[config.mk]
export PLATFORM = sky130hd
export DESIGN_NAME = tdm_demux8_flat
export DESIGN_NICKNAME = d
export VERILOG_FILES = /design/src/rtl/tdm_demux8_if.sv /design/src/rtl/tdm_demux8.sv /design/src/flat_wrapper.sv
export SDC_FILE = /design/constraint.sdc
export NUM_CORES = 1
export LEC_CHECK = 0
export ABC_CLOCK_PERIOD_IN_PS = 1700
export CORE_ASPECT_RATIO = 0.75
export CORE_UTILIZATION = 47
export CTS_CLUSTER_DIAMETER = 80
export DETAILED_ROUTE_END_ITERATION = 12
export PLACE_DENSITY = 0.75
export SETUP_SLACK_MARGIN = 0.05
export SYNTH_ARGS = -nofsm -noshare
export SYNTH_HDL_FRONTEND = slang
export SYNTH_SLANG_ARGS = --single-unit
[constraint.sdc]
create_clock -name clk -period 1.7 [get_ports clk]
set_clock_uncertainty 0.15 [all_clocks]
set_input_delay 0.34 -clock clk [delete_from_list [all_inputs] [get_ports clk]]
set_output_delay 0.34 -clock clk [all_outputs]
set_load 0.05 [all_outputs]
[src/rtl/tdm_demux8_if.sv]
// Serial slot input and parallel word output bundle for tdm_demux8.
// The master side drives the link and consumes words; the slave is the receiver.
interface tdm_demux8_if #(
  parameter int N = 8,
  parameter int SEL_W = 3
);
  logic in_bit;
  logic in_valid;
  logic in_sof;
  logic out_ready;
  logic ovr_clr;
  logic [SEL_W-1:0] select;
  logic [N-1:0] data;
  logic out_valid;
  logic overrun;
  logic sync_err;

  modport master (
    output in_bit, in_valid, in_sof, out_ready, ovr_clr,
    input select, data, out_valid, overrun, sync_err
  );

  modport slave (
    input in_bit, in_valid, in_sof, out_ready, ovr_clr,
    output select, data, out_valid, overrun, sync_err
  );
endinterface

[src/rtl/tdm_demux8.sv]
// tdm_demux8: receiver for an 8-slot TDM serial link.
// Assembles slot bits into a word behind a one-entry valid/ready register.
module tdm_demux8 #(
  parameter int N = 8,
  parameter int SEL_W = 3
) (
  input logic clk,
  input logic rst_n,
  tdm_demux8_if.slave bus
);
  typedef enum logic {
    HUNT,
    COLLECT
  } state_t;

  state_t state;
  logic [SEL_W-1:0] sel_q;
  logic [N-1:0] frame_q;
  logic [N-1:0] word;
  logic [N-1:0] data_q;
  logic vld_q;
  logic ovr_q;
  logic err_q;
  logic take;
  logic sof;
  logic done;
  logic consume;
  logic load;

  // Word as it would look with the current bit merged in.
  always_comb begin
    word = frame_q;
    word[sel_q] = bus.in_bit;
  end

  assign take = bus.in_valid & ~bus.in_sof;
  assign sof = bus.in_valid & bus.in_sof;
  assign done = (state == COLLECT) & take
              & (sel_q == SEL_W'(N - 1));
  assign consume = vld_q & bus.out_ready;
  assign load = done & (~vld_q | bus.out_ready);

  always_ff @(posedge clk or negedge rst_n) begin
    if (!rst_n) begin
      state <= HUNT;
      sel_q <= '0;
      frame_q <= '0;
      data_q <= '0;
      vld_q <= 1'b0;
      ovr_q <= 1'b0;
      err_q <= 1'b0;
    end else begin
      err_q <= 1'b0;
      case (state)
        HUNT: begin
          if (sof) begin
            frame_q <= {{(N - 1){1'b0}}, bus.in_bit};
            sel_q <= SEL_W'(1);
            state <= COLLECT;
          end
        end
        COLLECT: begin
          if (sof) begin
            err_q <= 1'b1;
            frame_q <= {{(N - 1){1'b0}}, bus.in_bit};
            sel_q <= SEL_W'(1);
          end else if (done) begin
            frame_q <= '0;
            sel_q <= '0;
            state <= HUNT;
          end else if (take) begin
            frame_q <= word;
            sel_q <= sel_q + SEL_W'(1);
          end
        end
        default: state <= HUNT;
      endcase

      if (load) begin
        data_q <= word;
        vld_q <= 1'b1;
      end else if (consume) begin
        vld_q <= 1'b0;
      end

      // A new drop beats a simultaneous clear.
      if (done & ~load) begin
        ovr_q <= 1'b1;
      end else if (bus.ovr_clr) begin
        ovr_q <= 1'b0;
      end
    end
  end

  assign bus.select = sel_q;
  assign bus.data = data_q;
  assign bus.out_valid = vld_q;
  assign bus.overrun = ovr_q;
  assign bus.sync_err = err_q;
endmodule

[src/flat_wrapper.sv]
// flat-port wrapper written by rule: the top's interface ports become plain ports
module tdm_demux8_flat 
#(
  parameter int N = 8,
  parameter int SEL_W = 3
)
  (clk, rst_n, bus_in_bit, bus_in_valid, bus_in_sof, bus_out_ready, bus_ovr_clr, bus_select, bus_data, bus_out_valid, bus_overrun, bus_sync_err);
  tdm_demux8_if #(.N(N), .SEL_W(SEL_W)) bus_i ();
  input logic clk;
  input logic rst_n;
  input wire logic [$bits(bus_i.in_bit)-1:0] bus_in_bit;
  input wire logic [$bits(bus_i.in_valid)-1:0] bus_in_valid;
  input wire logic [$bits(bus_i.in_sof)-1:0] bus_in_sof;
  input wire logic [$bits(bus_i.out_ready)-1:0] bus_out_ready;
  input wire logic [$bits(bus_i.ovr_clr)-1:0] bus_ovr_clr;
  output wire logic [$bits(bus_i.select)-1:0] bus_select;
  output wire logic [$bits(bus_i.data)-1:0] bus_data;
  output wire logic [$bits(bus_i.out_valid)-1:0] bus_out_valid;
  output wire logic [$bits(bus_i.overrun)-1:0] bus_overrun;
  output wire logic [$bits(bus_i.sync_err)-1:0] bus_sync_err;
  assign bus_i.in_bit = bus_in_bit;
  assign bus_i.in_valid = bus_in_valid;
  assign bus_i.in_sof = bus_in_sof;
  assign bus_i.out_ready = bus_out_ready;
  assign bus_i.ovr_clr = bus_ovr_clr;
  assign bus_select = bus_i.select;
  assign bus_data = bus_i.data;
  assign bus_out_valid = bus_i.out_valid;
  assign bus_overrun = bus_i.overrun;
  assign bus_sync_err = bus_i.sync_err;
  tdm_demux8 #(.N(N), .SEL_W(SEL_W)) u_core (.clk(clk), .rst_n(rst_n), .bus(bus_i));
endmodule
==> out/results.ini, run 1 <==
[synthesis]
synthTopCellsByArea=dfrtp_1 (45%), mux2_4 (14%), a32o_1 (5.5%), nand3b_4 (4.7%), mux2i_1 (4.0%)
ys_types=26
syn_avg_cell_area_um2=13.2
synth_area_leader_cell=dfrtp_1
synth_area_um2=1270
ys_seq_area_frac=0.455
ys_warn_count=0
yosysTopAreaCellShare=0.455
syn_nets=105
synth_cells=96
synth-seq-cells=23

[setup_path]
r2r_slack_ns=-0.02
critPathSlowestCell=dfrtp_2
path_cells=ha_4, ha_4, nand4b_4, nor2b_2, buf_6, mux2_4
reg2reg_to=u_core.bus.data[6]
crit_buf_inv=1
critPathMaxStageDelay_ns=0.45
cp.depth=6
cp.arrival_ns=1.79
crit_top_cell=ha_4
cp-start-kind=register
crit_family=flip-flops
reg2reg_from=u_core.bus.select[1]
critPathMaxFanout=7
r2r_cells=6
cp.required_ns=1.76
crit_type=reg2reg
cp-end-kind=register

[die]
fp.dieW_um=61.9
rows=15
pin_count=21
core_area_um2=2420
dieArea_um2=2910
chipHeight_um=47.0
start_util=0.523

[layout]
nFillCells=145
layout_common_cells=dfrtp_1 (20), buf_12 (16), buf_4 (13), mux2_4 (12), nand2_1 (8)
layout.nets=140
seq_area_um2=579
drive_gt1_frac=0.531
design_area_um2=1860
multi_input_area_um2=659
antenna_cells=0
final_common_cell=dfrtp_1
syn2layout_area_growth_pct=46.7

[detailed_routing]
wl_um=2770
ant_nets=0
wire_per_inst_um=16.9
drc=0
vias=896
drtIter0Drc=22
drtPass1Iterations=4
routed_via_density=5.46

[timing]
final_max_slew_viol_count=0
fmax_mhz=580
finalCritPeriodShare=1.01
slew_headroom=0.788
period_minus_slack_ns=1.72
finalSetupViolCount=7
grt_setup_unrepaired=yes
worst_slew_pin_slew_ns=0.317
worst_slack_ns=-0.0242
setup_tns_ns=-0.102
hold_viol_final=0

[cts]
numCtsBuffers=3
cts.sinks=23
cts_hold_repair.buffers=0
cts_buffer_depth=2
cts_tree=done
clk_pin_slew_ns=0.13
clock-root-buffer=clkbuf_4
cts_max_level=1
worst_skew_pair.late_latency_ns=0.32

[grt]
antenna_found_initial=0
grt_pass1_wl_um=4220
grt_use_total=0.206
overflow=0
first_global_vias=915
grt_start_max_net_pins=24

[status]
violations=setup timing
status=finished, violations left

[power_and_ir_drop]
power_leakage_nw=0.901
vdd_drop_max_mv=0.574
cellPowerDensity_nw_per_um2=812

[placed_design]
placed_area_um2=1770
hpwl_um=1920
post-place-ws_ns=-0.205
gp_congestion=0.753
numPortBuffers=20

[run]
maxCapViolCount=0

[min_path]
worstHoldPathType=in2async

cells by family (layout without fill, tap and decap cells):
family,count (synthesis),after routing,share of synthesized area
AO/OA/AOI/OAI,15,15,0.102
AND/OR/NAND/NOR,25,25,0.169
flip-flops,23,23,0.455
multiplexers,17,17,0.182
adder cells (fa/ha/maj),2,2,0.0198
buffers and inverters,14,48,0.0731
cell usage after synthesis, drive strengths merged:
| cell | instances |
|---|---|
| buf | 10 |
| and2 | 1 |
| nand2 | 8 |
| nor3b | 5 |
| dfrtp | 23 |
| o21ai | 4 |
| nand2b | 1 |
| a32o | 8 |
| a32oi | 1 |
| nand3 | 1 |
| mux2 | 12 |
| nor2b | 3 |
| mux2i | 5 |
| nand3b | 3 |
| a22o | 1 |
| nand4b | 1 |
| nor3 | 1 |
| and3 | 1 |
| ha | 2 |
| o22ai | 1 |
| inv | 4 |
state kept, by name, indices dropped and copies added (netlist names):
name / flops
u_core.bus.data: 8
u_core.frame_q: 8
u_core.bus.select: 3
u_core.bus.out_valid: 1
u_core.bus.overrun: 1
u_core.bus.sync_err: 1
u_core.state: 1
stage by stage:
step	utilization	power [mW]	std cells	hold WS, ns
4_1_cts	0.754	1.50	164	0.219
3_5_place_dp	0.732	1.23	158	0.336
3_3_place_gp	0.732	1.21	158	0.328
6_report	0.767	1.51	164	0.208
2_1_floorplan	-	0.983	96	-0.106
5_1_grt	0.767	1.58	164	0.247
worst reg2reg max path, delay by kind of cell, from the launching register on:
kind	cells	cell delay (ns)
fa+ha+maj	2	0.30
buf+inv	1	0.17
flops	1	0.45
mux	1	0.31
simple gates	2	0.24
report_power, final:
group,switching (mW),internal (mW)
Combinational,0.287,0.315
Clock,0.171,0.0881
Sequential,0.0546,0.593
Total,0.512,0.996
repair_timing:
action / in CTS / in global routing
pin swaps: 1 / 2
setup endpoints to repair: 15 / 16
setup buffers: 2 / 0
resized for setup: 4 / 9
worst max-delay path by stage:
stage	from	end	slack, ns
3_5_place_dp	bus_in_valid	u_core.bus.data[3]	-0.21
2_1_floorplan	u_core.bus.select[0]	u_core.bus.data[2]	-0.15
4_1_cts	u_core.bus.select[1]	u_core.bus.data[6]	-0.04
3_3_place_gp	bus_in_valid	u_core.bus.data[3]	-0.16
5_1_grt	u_core.bus.select[1]	u_core.bus.data[6]	-0.07
6_report	u_core.bus.select[1]	u_core.bus.data[6]	-0.02
metal layers:
metal  global-route usage  vias up  routed length (µm)
met4               0.0267        0                  10
met5                    0        -                   0
met1                0.245      459                1160
li1                     -      415                   -
met2                0.385       20                1510
met3               0.0551        2                  92
layout make-up:
cell class,count,area share
Clock buffer,3,0.0121
Multi-Input combinational cell,59,0.355
Timing Repair Buffer,40,0.288
Inverter,4,0.00808
Clock inverter,1,0.00269
Tap cell,34,0.0229
Sequential cell,23,0.312
(Power assumes the default switching activity.)
==> run 2: changes to the inputs <==
--- a/config.mk
+++ b/config.mk
@@ -7,10 +7,11 @@
 export LEC_CHECK = 0
 export ABC_CLOCK_PERIOD_IN_PS = 1700
 export CORE_ASPECT_RATIO = 0.75
-export CORE_UTILIZATION = 47
+export CORE_UTILIZATION = 55
 export CTS_CLUSTER_DIAMETER = 80
 export DETAILED_ROUTE_END_ITERATION = 12
-export PLACE_DENSITY = 0.75
+export DONT_BUFFER_PORTS = 1
+export PLACE_DENSITY = 0.73
 export SETUP_SLACK_MARGIN = 0.05
 export SYNTH_ARGS = -nofsm -noshare
 export SYNTH_HDL_FRONTEND = slang
==> out/results.ini, run 2 (synthesis results as in run 1) <==
[setup_path]
cp.required_ns=1.76  ; about the same
cp-end-kind=register  ; unchanged
cp-start-kind=register  ; unchanged
cp.arrival_ns=1.73  ; was 1.79 ns
critPathMaxFanout=8  ; was 7
crit_type=reg2reg  ; unchanged

[timing]
slew_headroom=0.300  ; was 0.788
finalSetupViolCount=0  ; was 7
hold_viol_final=0  ; unchanged
worst_slew_pin_slew_ns=1.05  ; was 0.317 ns
final_max_slew_viol_count=0  ; unchanged
finalCritPeriodShare=0.981  ; was 1.01
period_minus_slack_ns=1.67  ; was 1.72 ns
fmax_mhz=600  ; was 580 MHz
hold_slack_ns=0.0317  ; was 0.208 ns
setup_tns_ns=0  ; was -0.102 ns
grt_setup_unrepaired=yes  ; unchanged

[cts]
cts.sinks=23  ; unchanged
clk_pin_slew_ns=0.12  ; was 0.13 ns
cts_tree=done  ; unchanged
worst_skew_pair.late_latency_ns=0.31  ; was 0.32 ns
cts_max_level=1  ; unchanged
clock-root-buffer=clkbuf_4  ; unchanged
numCtsBuffers=3  ; unchanged
cts_buffer_depth=2  ; unchanged

[grt]
grt_start_max_net_pins=24  ; unchanged
grt_use_total=0.226  ; was 0.206
antenna_found_initial=0  ; unchanged
grt_pass1_wl_um=4080  ; was 4220 µm
first_global_vias=813  ; was 915
overflow=0  ; unchanged

[power_and_ir_drop]
cellPowerDensity_nw_per_um2=882  ; was 812 nW/µm²
p_switching_mw=0.455  ; was 0.512 mW
swShare=0.341  ; was 0.340
power_leakage_nw=0.758  ; was 0.901 nW
p_seq_frac=0.517  ; was 0.430
vdd_drop_max_mv=0.784  ; was 0.574 mV
p_int_mw=0.879  ; was 0.996 mW
p_clk_frac=0.189  ; was 0.172
power_mw=1.33  ; was 1.51 mW
combPwrFrac=0.293  ; was 0.399

[die]
core_area_um2=2080  ; was 2420 µm²
pin_count=21  ; unchanged
start_util=0.607  ; was 0.523
rows=14  ; was 15
dieArea_um2=2500  ; was 2910 µm²
chipHeight_um=43.6  ; was 47.0 µm
fp.dieW_um=57.4  ; was 61.9 µm

[detailed_routing]
drtIter0Drc=31  ; was 22
drc=1  ; was 0
drtPass1Iterations=10  ; was 4
wl_um=2540  ; was 2770 µm
vias=802  ; was 896
top_layer=met4  ; unchanged
ant_nets=0  ; unchanged
wl_met1_um=1190  ; was 1160 µm
route.met3.wl_um=146  ; was 92 µm
wire_per_inst_um=18.5  ; was 16.9 µm
routed_via_density=5.85  ; was 5.46
dr_wl_met2_um=1180  ; was 1510 µm

[layout]
nFillCells=135  ; was 145
antenna_cells=0  ; unchanged
layout.nets=123  ; was 140
instances_no_fill=137  ; was 164
layout_common_cells=dfrtp_1 (20), buf_4 (14), mux2_4 (12), nand2_1 (7), a32o_1 (7)  ; was dfrtp_1 (20), buf_12 (16), buf_4 (13), mux2_4 (12), nand2_1 (8)
final_common_cell=dfrtp_1  ; unchanged
syn2layout_area_growth_pct=19.5  ; was 46.7%
final_util=0.726  ; was 0.767
drive_gt1_frac=0.442  ; was 0.531

[placed_design]
gp_congestion=0.735  ; was 0.753
numPortBuffers=0  ; was 20
dp.cells=126  ; was 158
hpwl_um=1720  ; was 1920 µm

[status]
violations=DRC  ; was setup timing
status=finished, violations left  ; unchanged

[run]
maxCapViolCount=0  ; unchanged

[min_path]
worstHoldPathType=in2reg  ; was in2async

run 2: cell count changes in the layout (fill, tap and decap cells not counted), sizes merged:
| cell | delta |
|---|---|
| clkdlybuf4s50 | -6 |
| dlygate4sd3 | +4 |
| clkinv | -1 |
| buf | -16 |
| clkbuf | +1 |
| dlymetal6s4s | +1 |
run 2: worst paths after layout:
check                           slack [ns]                  from                    to  cells after the start
max in group asynchronous             0.58                 rst_n  u_core.bus.select[1]                      1
worst min-delay path                  0.03          bus_in_valid   u_core.bus.sync_err                      1
worst min register to register        0.37     u_core.frame_q[1]     u_core.frame_q[1]                      2
worst max-delay path                  0.03  u_core.bus.select[0]    u_core.bus.data[2]                      4
worst max register to register        0.03  u_core.bus.select[0]    u_core.bus.data[2]                      4
min in group asynchronous             0.13                 rst_n  u_core.bus.select[2]                      1
run 2: routing by layer:
layer / vias to the layer above / global-route usage
met2: 25 / 0.309
met4: 0 / 0.0683
met3: 4 / 0.0836
met1: 391 / 0.333
met5: - / 0
li1: 382 / -
run 2: what timing repair did:
action | in CTS | in global routing
hold buffers | 3 | 2
setup endpoints to repair | 11 | 18
setup buffers | 1 | 1
resized for setup | 2 | 8
endpoints found under the hold margin | 26 | 2
pin swaps | 3 | 3
run 2: area by class of cell:
type,count,area (µm²),area share
well taps,24,30.0,0.0199
multi-input cells,59,651,0.430
clock buffers,4,26.3,0.0174
flip-flops and latches,23,579,0.383
repair buffers,23,211,0.140
inverters,4,15.0,0.00993
run 2: critical path, stage by stage, from the launching register on:
cell and delay, ns:
dfrtp_2 0.46, buf_6 0.16, nor3b_4 0.22, mux2_4 0.32, mux2_4 0.25
run 2: stage by stage:
| step | area [µm²] | worst slack [ns] |
|---|---|---|
| CTS | 1460 | 0.0149 |
| floorplan | 1310 | -0.152 |
| global route | 1510 | -0.0193 |
| global placement | 1390 | 0.0589 |
| detailed placement | 1390 | 0.0157 |
| finish | 1510 | 0.0330 |
run 2: power groups by stage:
stage          Combinational, mW  Sequential (mW)  Clock, mW
2_1_floorplan              0.246            0.737          0
3_3_place_gp               0.350            0.699          0
3_5_place_dp               0.362            0.700          0
4_1_cts                    0.382            0.690      0.258
5_1_grt                    0.420            0.696      0.282
6_report                   0.391            0.690      0.253
